## config.mk

```make
export PLATFORM = sky130hd
export DESIGN_NAME = fsm_dsr_multi
export DESIGN_NICKNAME = d
export VERILOG_FILES = /design/src/rtl/fsm_dsr_multi.sv
export SDC_FILE = /design/constraint.sdc
export NUM_CORES = 1
export LEC_CHECK = 0
export CAP_MARGIN = 25
export CORE_UTILIZATION = 55
export CTS_CLUSTER_SIZE = 14
export DETAILED_ROUTE_END_ITERATION = 10
export GPL_TIMING_DRIVEN = 0
export PLACE_DENSITY = 0.8
export SLEW_MARGIN = 10
export SYNTH_ARGS = -nofsm -noshare
export SYNTH_HDL_FRONTEND = slang
export SYNTH_SLANG_ARGS = --single-unit
export TNS_END_PERCENT = 50
```

## constraint.sdc

```tcl
create_clock -name clk -period 2.55 [get_ports clk]
set_input_delay 0.51 -clock clk [delete_from_list [all_inputs] [get_ports clk]]
set_output_delay 0.51 -clock clk [all_outputs]
set_load 0.005 [all_outputs]
```

## src/rtl/fsm_dsr_multi.sv

```systemverilog
// Purpose : framed byte-stream recogniser (START/READ/PROC/DONE) with an N-stage mode-rotated op chain,
//           WAIT timeout, ERROR recovery and synchronous abort.
// Latency : 1 cycle; a beat consumed at edge n shows on data_out/out_valid after edge n.
// Backpr. : none toward the sender; in_valid=0 stalls START/READ/PROC/ERROR in place, and WAIT keeps counting.
//
// Ports:
//   clk, rst                  rising-edge clock, asynchronous active-high reset
//   start, mode[1:0], abort   frame request (honoured in IDLE only), op-rotation seed, synchronous abort
//   in_valid, data_in         stream beat qualifier and data
//   data_out, out_valid, done registered result, result qualifier, one-cycle frame-complete pulse
//   busy, error               state != IDLE, state == ERROR (decoded from the state register)
//   frames_ok, frames_err     saturating frame counters, present only when FSM_DSR_MULTI_STATS_EN is defined
//
// Build option: define FSM_DSR_MULTI_STATS_EN to add the frames_ok/frames_err counters and ports.
// Parameter legality: DATA_W >= 8, PROC_STAGES 1..8, WAIT_TIMEOUT 1..255.

module fsm_dsr_multi #(
    parameter int          DATA_W       = 8,
    parameter int          PROC_STAGES  = 3,
    parameter int          WAIT_TIMEOUT = 15,
    parameter int unsigned ERR_CODE     = 'hEE
) (
    input  logic              clk,
    input  logic              rst,
    input  logic              start,
    input  logic [1:0]        mode,
    input  logic              abort,
    input  logic              in_valid,
    input  logic [DATA_W-1:0] data_in,
    output logic [DATA_W-1:0] data_out,
    output logic              out_valid,
    output logic              done,
    output logic              busy,
    output logic              error
`ifdef FSM_DSR_MULTI_STATS_EN
    ,
    output logic [15:0]       frames_ok,
    output logic [15:0]       frames_err
`endif
);

    typedef enum logic [2:0] {
        S_IDLE,
        S_START,
        S_READ,
        S_PROC,
        S_WAIT,
        S_DONE,
        S_ERROR
    } state_t;

    // ERR_CODE is zero-extended or truncated to the data width.
    localparam logic [DATA_W-1:0] ERR_VAL    = DATA_W'(ERR_CODE);
    localparam logic [2:0]        LAST_STAGE = 3'(PROC_STAGES - 1);
    localparam logic [7:0]        WAIT_LAST  = 8'(WAIT_TIMEOUT - 1);

    state_t            state_q, state_d;
    logic [2:0]        stage_q, stage_d;
    logic [7:0]        wait_cnt_q, wait_cnt_d;
    logic [1:0]        mode_q, mode_d;
    logic [DATA_W-1:0] data_out_q, data_out_d;
    logic              out_valid_q, out_valid_d;
    logic              done_q, done_d;

    // Per-stage transform, all modulo 2^DATA_W.
    function automatic logic [DATA_W-1:0] apply_op(input logic [1:0] sel, input logic [DATA_W-1:0] d);
        logic [DATA_W-1:0] r;
        case (sel)
            2'd0:    r = d + DATA_W'(1);
            2'd1:    r = {d[DATA_W-2:0], 1'b0};
            2'd2:    r = ~d;
            default: r = {d[DATA_W-2:0], d[DATA_W-1]};
        endcase
        return r;
    endfunction

    // Op index rotates with the stage; a 2-bit add gives the modulo-4 wrap for free.
    logic [1:0] op_sel;
    assign op_sel = mode_q + stage_q[1:0];

    always_ff @(posedge clk or posedge rst) begin
        if (rst) begin
            state_q     <= S_IDLE;
            stage_q     <= '0;
            wait_cnt_q  <= '0;
            mode_q      <= '0;
            data_out_q  <= '0;
            out_valid_q <= 1'b0;
            done_q      <= 1'b0;
        end else begin
            state_q     <= state_d;
            stage_q     <= stage_d;
            wait_cnt_q  <= wait_cnt_d;
            mode_q      <= mode_d;
            data_out_q  <= data_out_d;
            out_valid_q <= out_valid_d;
            done_q      <= done_d;
        end
    end

    always_comb begin
        state_d     = state_q;
        stage_d     = stage_q;
        wait_cnt_d  = wait_cnt_q;
        mode_d      = mode_q;
        data_out_d  = '0;
        out_valid_d = 1'b0;
        done_d      = 1'b0;

        if (abort) begin
            // Abort beats everything but reset: drop the frame, emit nothing, ignore start.
            state_d    = S_IDLE;
            stage_d    = '0;
            wait_cnt_d = '0;
        end else begin
            case (state_q)
                S_IDLE: begin
                    if (start) begin
                        state_d = S_START;
                        mode_d  = mode;
                    end
                end
                S_START: begin
                    if (in_valid) begin
                        state_d = data_in[0] ? S_READ : S_ERROR;
                    end
                end
                S_READ: begin
                    if (in_valid) begin
                        out_valid_d = 1'b1;
                        data_out_d  = data_in;
                        if (data_in[3:1] == 3'b101) begin
                            state_d = S_PROC;
                            stage_d = '0;
                        end else begin
                            state_d    = S_WAIT;
                            wait_cnt_d = '0;
                        end
                    end
                end
                S_PROC: begin
                    if (in_valid) begin
                        out_valid_d = 1'b1;
                        data_out_d  = apply_op(op_sel, data_in);
                        // The first stage never checks the continuation MSB.
                        if (stage_q == 3'd0 || data_in[DATA_W-1]) begin
                            if (stage_q == LAST_STAGE) begin
                                state_d = S_DONE;
                            end else begin
                                stage_d = stage_q + 3'd1;
                            end
                        end else begin
                            state_d    = S_WAIT;
                            wait_cnt_d = '0;
                        end
                    end
                end
                S_WAIT: begin
                    // Idle cycles count toward the timeout as well as non-matching beats.
                    if (in_valid && data_in[4]) begin
                        state_d = S_READ;
                    end else if (wait_cnt_q == WAIT_LAST) begin
                        state_d = S_ERROR;
                    end else begin
                        wait_cnt_d = wait_cnt_q + 8'd1;
                    end
                end
                S_DONE: begin
                    state_d     = S_IDLE;
                    done_d      = 1'b1;
                    out_valid_d = in_valid;
                    data_out_d  = in_valid ? data_in : '0;
                end
                S_ERROR: begin
                    if (in_valid) begin
                        out_valid_d = 1'b1;
                        data_out_d  = ERR_VAL;
                        if (data_in[2:0] == 3'b111) begin
                            state_d = S_IDLE;
                        end
                    end
                end
                default: begin
                    state_d = S_IDLE;
                end
            endcase
        end
    end

    assign data_out  = data_out_q;
    assign out_valid = out_valid_q;
    assign done      = done_q;
    assign busy      = (state_q != S_IDLE);
    assign error     = (state_q == S_ERROR);

`ifdef FSM_DSR_MULTI_STATS_EN
    logic [15:0] frames_ok_q, frames_err_q;
    logic        ok_inc, err_inc;

    // DONE and ERROR are entered from a different state, so a state change into them marks one event.
    // Abort forces IDLE and therefore never counts.
    assign ok_inc  = (state_d == S_DONE)  && (state_q != S_DONE);
    assign err_inc = (state_d == S_ERROR) && (state_q != S_ERROR);

    always_ff @(posedge clk or posedge rst) begin
        if (rst) begin
            frames_ok_q  <= '0;
            frames_err_q <= '0;
        end else begin
            if (ok_inc && frames_ok_q != 16'hFFFF) begin
                frames_ok_q <= frames_ok_q + 16'd1;
            end
            if (err_inc && frames_err_q != 16'hFFFF) begin
                frames_err_q <= frames_err_q + 16'd1;
            end
        end
    end

    assign frames_ok  = frames_ok_q;
    assign frames_err = frames_err_q;
`endif

endmodule

```

# Word level (Yosys, flattened, before mapping)
# Cells that the tools add are included.
# word_totals
regBits	26
inputBits	15
out_inout_bits	12
word_cells	94
# op_classes
add_sub_neg	4
eq_ne	27
n_mux	40
bitwise	2
n_reduce_logical	14
# ops
cell	count
2-to-1 mux 8 bit	11
one-hot mux 8 bit (3 select lines)	3
2-to-1 mux 3 bit	19
!= test 3 bit (second input constant)	12
one-hot mux 3 bit (6 select lines)	1
adder 8 x 1 -> 8 bit (second input constant)	2
== test 3 bit (second input constant)	5
== test 3 x 2 -> 1 bit (second input constant)	3
== test 8 x 4 -> 1 bit (second input constant)	1
!= test 4 bit (second input constant)	2
inverter 8 bit	1
AND reduction 8 bit	1
AND reduction 7 bit	1
zero test 3 bit	2
one-hot mux 3 bit (2 select lines)	1
AND reduction 6 bit	1
nonzero test 3 bit	2
2-to-1 mux 1 bit	4
nonzero test 4 bit	1
adder 3 x 1 -> 3 bit (second input constant)	1
== test 3 x 1 -> 1 bit (second input constant)	1
!= test 3 x 2 -> 1 bit (second input constant)	1
AND reduction 3 bit	1
OR reduction 3 bit	1
other kinds (9)	9

# Depth between registers and ports, before layout
# logic_depth
depth_word	6
depth_mapped	7
depth_no_buf	7

# Worst setup path before layout
# No wires, ideal clock.
# synth_timing
kind	register to register
startpoint	register wait_cnt_q[0]
endpoint	register state_q[1]
setup_time_ns	0.126
arrival_time_ns	1.955
required_time_ns	2.424
setup_slack_ns	0.469
stages_incl_launch_ff	8
path_cell_list	dfrtp_1 inv_1 ha_1 or4b_1 o31a_4 o2bb2ai_2 a21o_1 a221o_1
# synth_between
elab_chain_len	3
# synth_lines
element	line_no	rtl
start: declaration	59	logic [7:0] wait_cnt_q, wait_cnt_d;
start signal: assignment	93	wait_cnt_q <= wait_cnt_d;
== test 8 x 4 -> 1 bit	162	end else if (wait_cnt_q == WAIT_LAST) begin
!= test 4 bit (no source line)	n/a	
AND reduction 8 bit (no source line)	n/a	
end signal: assignment	91	state_q <= state_d;
end: declaration	57	state_t state_q, state_d;
# Every way passes these cells.
# A chain may end at the register's enable or synchronous reset.

# Worst setup path after layout
# layout_timing
startpoint	register state_q[0]
endpoint	output port error
# layout_between
elab_chain_len	1
# layout_lines
element	line_no	rtl
== test 3 bit	194	assign error = (state_q == S_ERROR);
end: declaration	34	output logic error
# Every way passes these cells.

==> qor.txt <==
Final hold viol count -> 0
Synth-to-layout area growth -> 20.2%
Worst Max-Slew Pin Slew -> 0.805 ns
Clock tree root driver cell -> sky130_fd_sc_hd__clkbuf_4
Final worst-path setup slack -> 0.149 ns
Leading register cell type out of synthesis -> sky130_fd_sc_hd__dfrtp_1
Yosys Warn Count -> 0
Count of clock tree sinks -> 26
Seq/Total Area, Yosys -> 33.4%
Period utilization -> 94.2%
Final total negative setup slack -> 0 ns
Number of fill cells in the layout -> 289
Die Y-Extent -> 61.5 um
Drt wl/cell -> 15.1 um
Initial Util -> 58.0%
Smallest hold slack -> 0.435 ns
Element type at the critical path end -> primary output
Number of global-route vias before repair -> 1670
Worst hold path type -> in -> async
Antenna-violating nets left -> 0
Peak supply drop -> 429 uV
Clock Pin Slew Worst Setup and Hold Paths -> 0.16 ns
Outcome -> complete, no violations
Power density of the placed cells -> 661 nW/um^2
Cell area after synthesis -> 1950 um^2
Worst setup timing slack at the placement stage -> -0.191 ns
Post-detailed-route via-to-cell ratio -> 6.09
Weighted congestion reported at the end of routability-driven placement -> 0.913
Crit Path Max Fanout -> 10
Area share of the leading cell type in the synthesized netlist -> 33.4%
Port Buf Inserts -> 24
NumNets Final -> 288
DRC viols -> 0
Post-Route WL -> 4680 um
Setup repair after global routing missed its margin -> no
Overall power of the completed layout -> 1.55 mW
Number of buffers on the longest clock path -> 2
First-pass iteration count of the detailed router -> 5
TritonCTS Buffers -> 3
Crit path arrival time -> 1.89 ns
Via count of the routed design -> 1887
Starting DRC count in detailed routing -> 100
Diodes inserted -> 0
Top-Level Pins -> 27
Post-synth cell types -> 56
Worst-skew pair later-pin latency -> 0.33 ns
Worst clock skew on the final layout -> 0.00421 ns
Dominant cells by area after synthesis -> sky130_fd_sc_hd__dfrtp_1 33%, sky130_fd_sc_hd__nand2_1 5.2%, sky130_fd_sc_hd__ha_1 5.1%
WP data required -> 2.04 ns
Register bit total from synthesis -> 26
H-tree Lvls -> 1
Count of flip-flops with a built-in enable after synthesis -> 0
Nature of the critical path startpoint -> register
First-pass GRT wire length -> 7590 um
Leakage power figure -> 0.954 nW
Number of violations of the max-capacitance limit -> 0
Placed Cells incl. Taps -> 306
Detailed placer's ending HPWL -> 3450 um
Avg Synthesized Cell Area -> 8.30 um^2
Clock tree from TritonCTS -> built
Maximum clock frequency -> 416 MHz
Fin crit period -> 2.40 ns
Kind of critical path -> reg -> out
Remaining max-slew budget at the tightest pin -> 45.9%
Pin count of the biggest net entering global routing -> 20
Count of pins over their slew limit -> 0
Library cell with the largest summed area after synthesis -> sky130_fd_sc_hd__dfrtp_1
Fraction of final layout cells sized beyond drive strength 1 -> 9.47%
Proportion of synthesized flip-flops having asynchronous set or reset -> 100%
Remaining global-route overflow -> 0
Syn Inst Count -> 235
Core Box Area -> 3360 um^2
Die ar. -> 3790 um^2
Number of failing setup endpoints in the final timing report -> 0
Antenna violations before repair -> 0
Die W -> 61.5 um
Row cnt -> 21
Net count after synthesis -> 258
Filler-free cell count of the finished design -> 310
Overall Global Routing Usage -> 26.9%
==> logic make-up (layout without fill, tap and decap cells) <==
logic type | after synthesis | after routing | synth area share [%]
muxes | 4 | 4 | 2.25
adders and majority gates | 8 | 8 | 5.13
DFF | 26 | 26 | 33.4
xor gates and xnor gates | 1 | 1 | 1.16
and+or+nand+nor | 93 | 93 | 25.7
AOI/OAI and AO/OA | 75 | 75 | 26.8
buffers and inverters | 28 | 57 | 5.58
==> stage by stage <==
step | cell area, um^2 | utilization (%)
detailed placement | 2270 | 67.6
floorplan | 1950 | -
global placement | 2250 | 66.8
finish | 2340 | 69.7
CTS | 2330 | 69.2
global route | 2340 | 69.7
==> final timing paths <==
path / endpoint / startpoint / slack, ns / depth (start not counted)
setup reg to reg: state_q[1]$_DFFE_PP0P_ / wait_cnt_q[0]$_DFFE_PP0P_ / 0.32 / 7
max in group asynchronous: state_q[1]$_DFFE_PP0P_ / rst / 1.68 / 3
hold / removal: out_valid$_DFF_PP0_ / rst / 0.43 / 2
setup / recovery: error / state_q[0]$_DFFE_PP0P_ / 0.15 / 4
min in group clk: wait_cnt_q[4]$_DFFE_PP0P_ / wait_cnt_q[4]$_DFFE_PP0P_ / 0.50 / 1
hold reg to reg: wait_cnt_q[4]$_DFFE_PP0P_ / wait_cnt_q[4]$_DFFE_PP0P_ / 0.50 / 1
==> critical path, stage by stage, from the launching register on <==
cell	delay [ns]
sky130_fd_sc_hd__dfrtp_1	0.40
sky130_fd_sc_hd__clkbuf_1	0.25
sky130_fd_sc_hd__nor2b_4	0.27
sky130_fd_sc_hd__and2_1	0.15
sky130_fd_sc_hd__clkdlybuf4s50_1	0.49
==> flip-flops by register name, summed over array words and instances, names as in the netlist <==
register    flops
mode_q          2
state_q         3
wait_cnt_q      8
stage_q         3
out_valid       1
data_out        8
done            1
==> cell type report <==
| cell class | instances | area, um^2 | share of cell area [%] |
|---|---|---|---|
| Multi-Input combinational cell | 181 | 1200 | 51.2 |
| Timing Repair Buffer | 26 | 275 | 11.7 |
| Inverter | 12 | 45.0 | 1.92 |
| Clock buffer | 3 | 22.5 | 0.961 |
| Tap cell | 46 | 57.6 | 2.46 |
| Buffer | 15 | 61.3 | 2.62 |
| Clock inverter | 1 | 30.0 | 1.28 |
| Sequential cell | 26 | 652 | 27.8 |
==> synthesized netlist by cell type, drive strengths merged (2+ instances only) <==
cell,count
o21ai,18
a21o,2
a21boi,5
a21oi,12
mux2,3
nand2,27
dfrtp,26
nor3,6
ha,8
buf,2
o211ai,3
o31ai,5
a31oi,8
clkbuf,14
nor2b,4
and3,3
nand3,11
nand4,4
o31a,4
or3,3
nand2b,4
and2,3
or2,2
nor2,12
and3b,3
o2bb2ai,2
inv,12
a22oi,2
nand4b,2
o21a,3
nand3b,3
==> cells in the final DEF (no fill, tap or decap), types with 11 or more instances in the layout <==
master / synthesis / routed
sky130_fd_sc_hd__o21ai_0: 18 / 18
sky130_fd_sc_hd__clkbuf_1: 13 / 11
sky130_fd_sc_hd__dfrtp_1: 26 / 25
sky130_fd_sc_hd__nand2_1: 27 / 27
sky130_fd_sc_hd__a21oi_1: 12 / 12
sky130_fd_sc_hd__clkdlybuf4s50_1: 0 / 24
sky130_fd_sc_hd__nor2_1: 12 / 11
sky130_fd_sc_hd__nand3_1: 11 / 11
sky130_fd_sc_hd__inv_1: 12 / 12
==> timing repair <==
| item | CTS | global route |
|---|---|---|
| gates resized for setup | 2 | 4 |
| buffers inserted | 0 | 1 |
| setup endpoints to repair | 1 | 1 |
| pin swaps | 0 | 0 |
| hold buffers | 0 | 0 |
==> power breakdown <==
group	switching, mW	internal (mW)	total, mW
Combinational	0.442	0.318	0.760
Clock	0.139	0.159	0.298
Sequential	0.0309	0.460	0.491
==> routing by layer <==
metal / vias to the layer above / global-route usage (%) / wire (um)
met3: 5 / 3.36 / 236
li1: 925 / - / -
met1: 893 / 37.1 / 2170
met5: - / 0 / 0
met2: 64 / 43.8 / 2230
met4: 0 / 8.57 / 43
Note: power is estimated with default switching activity, not from simulation.
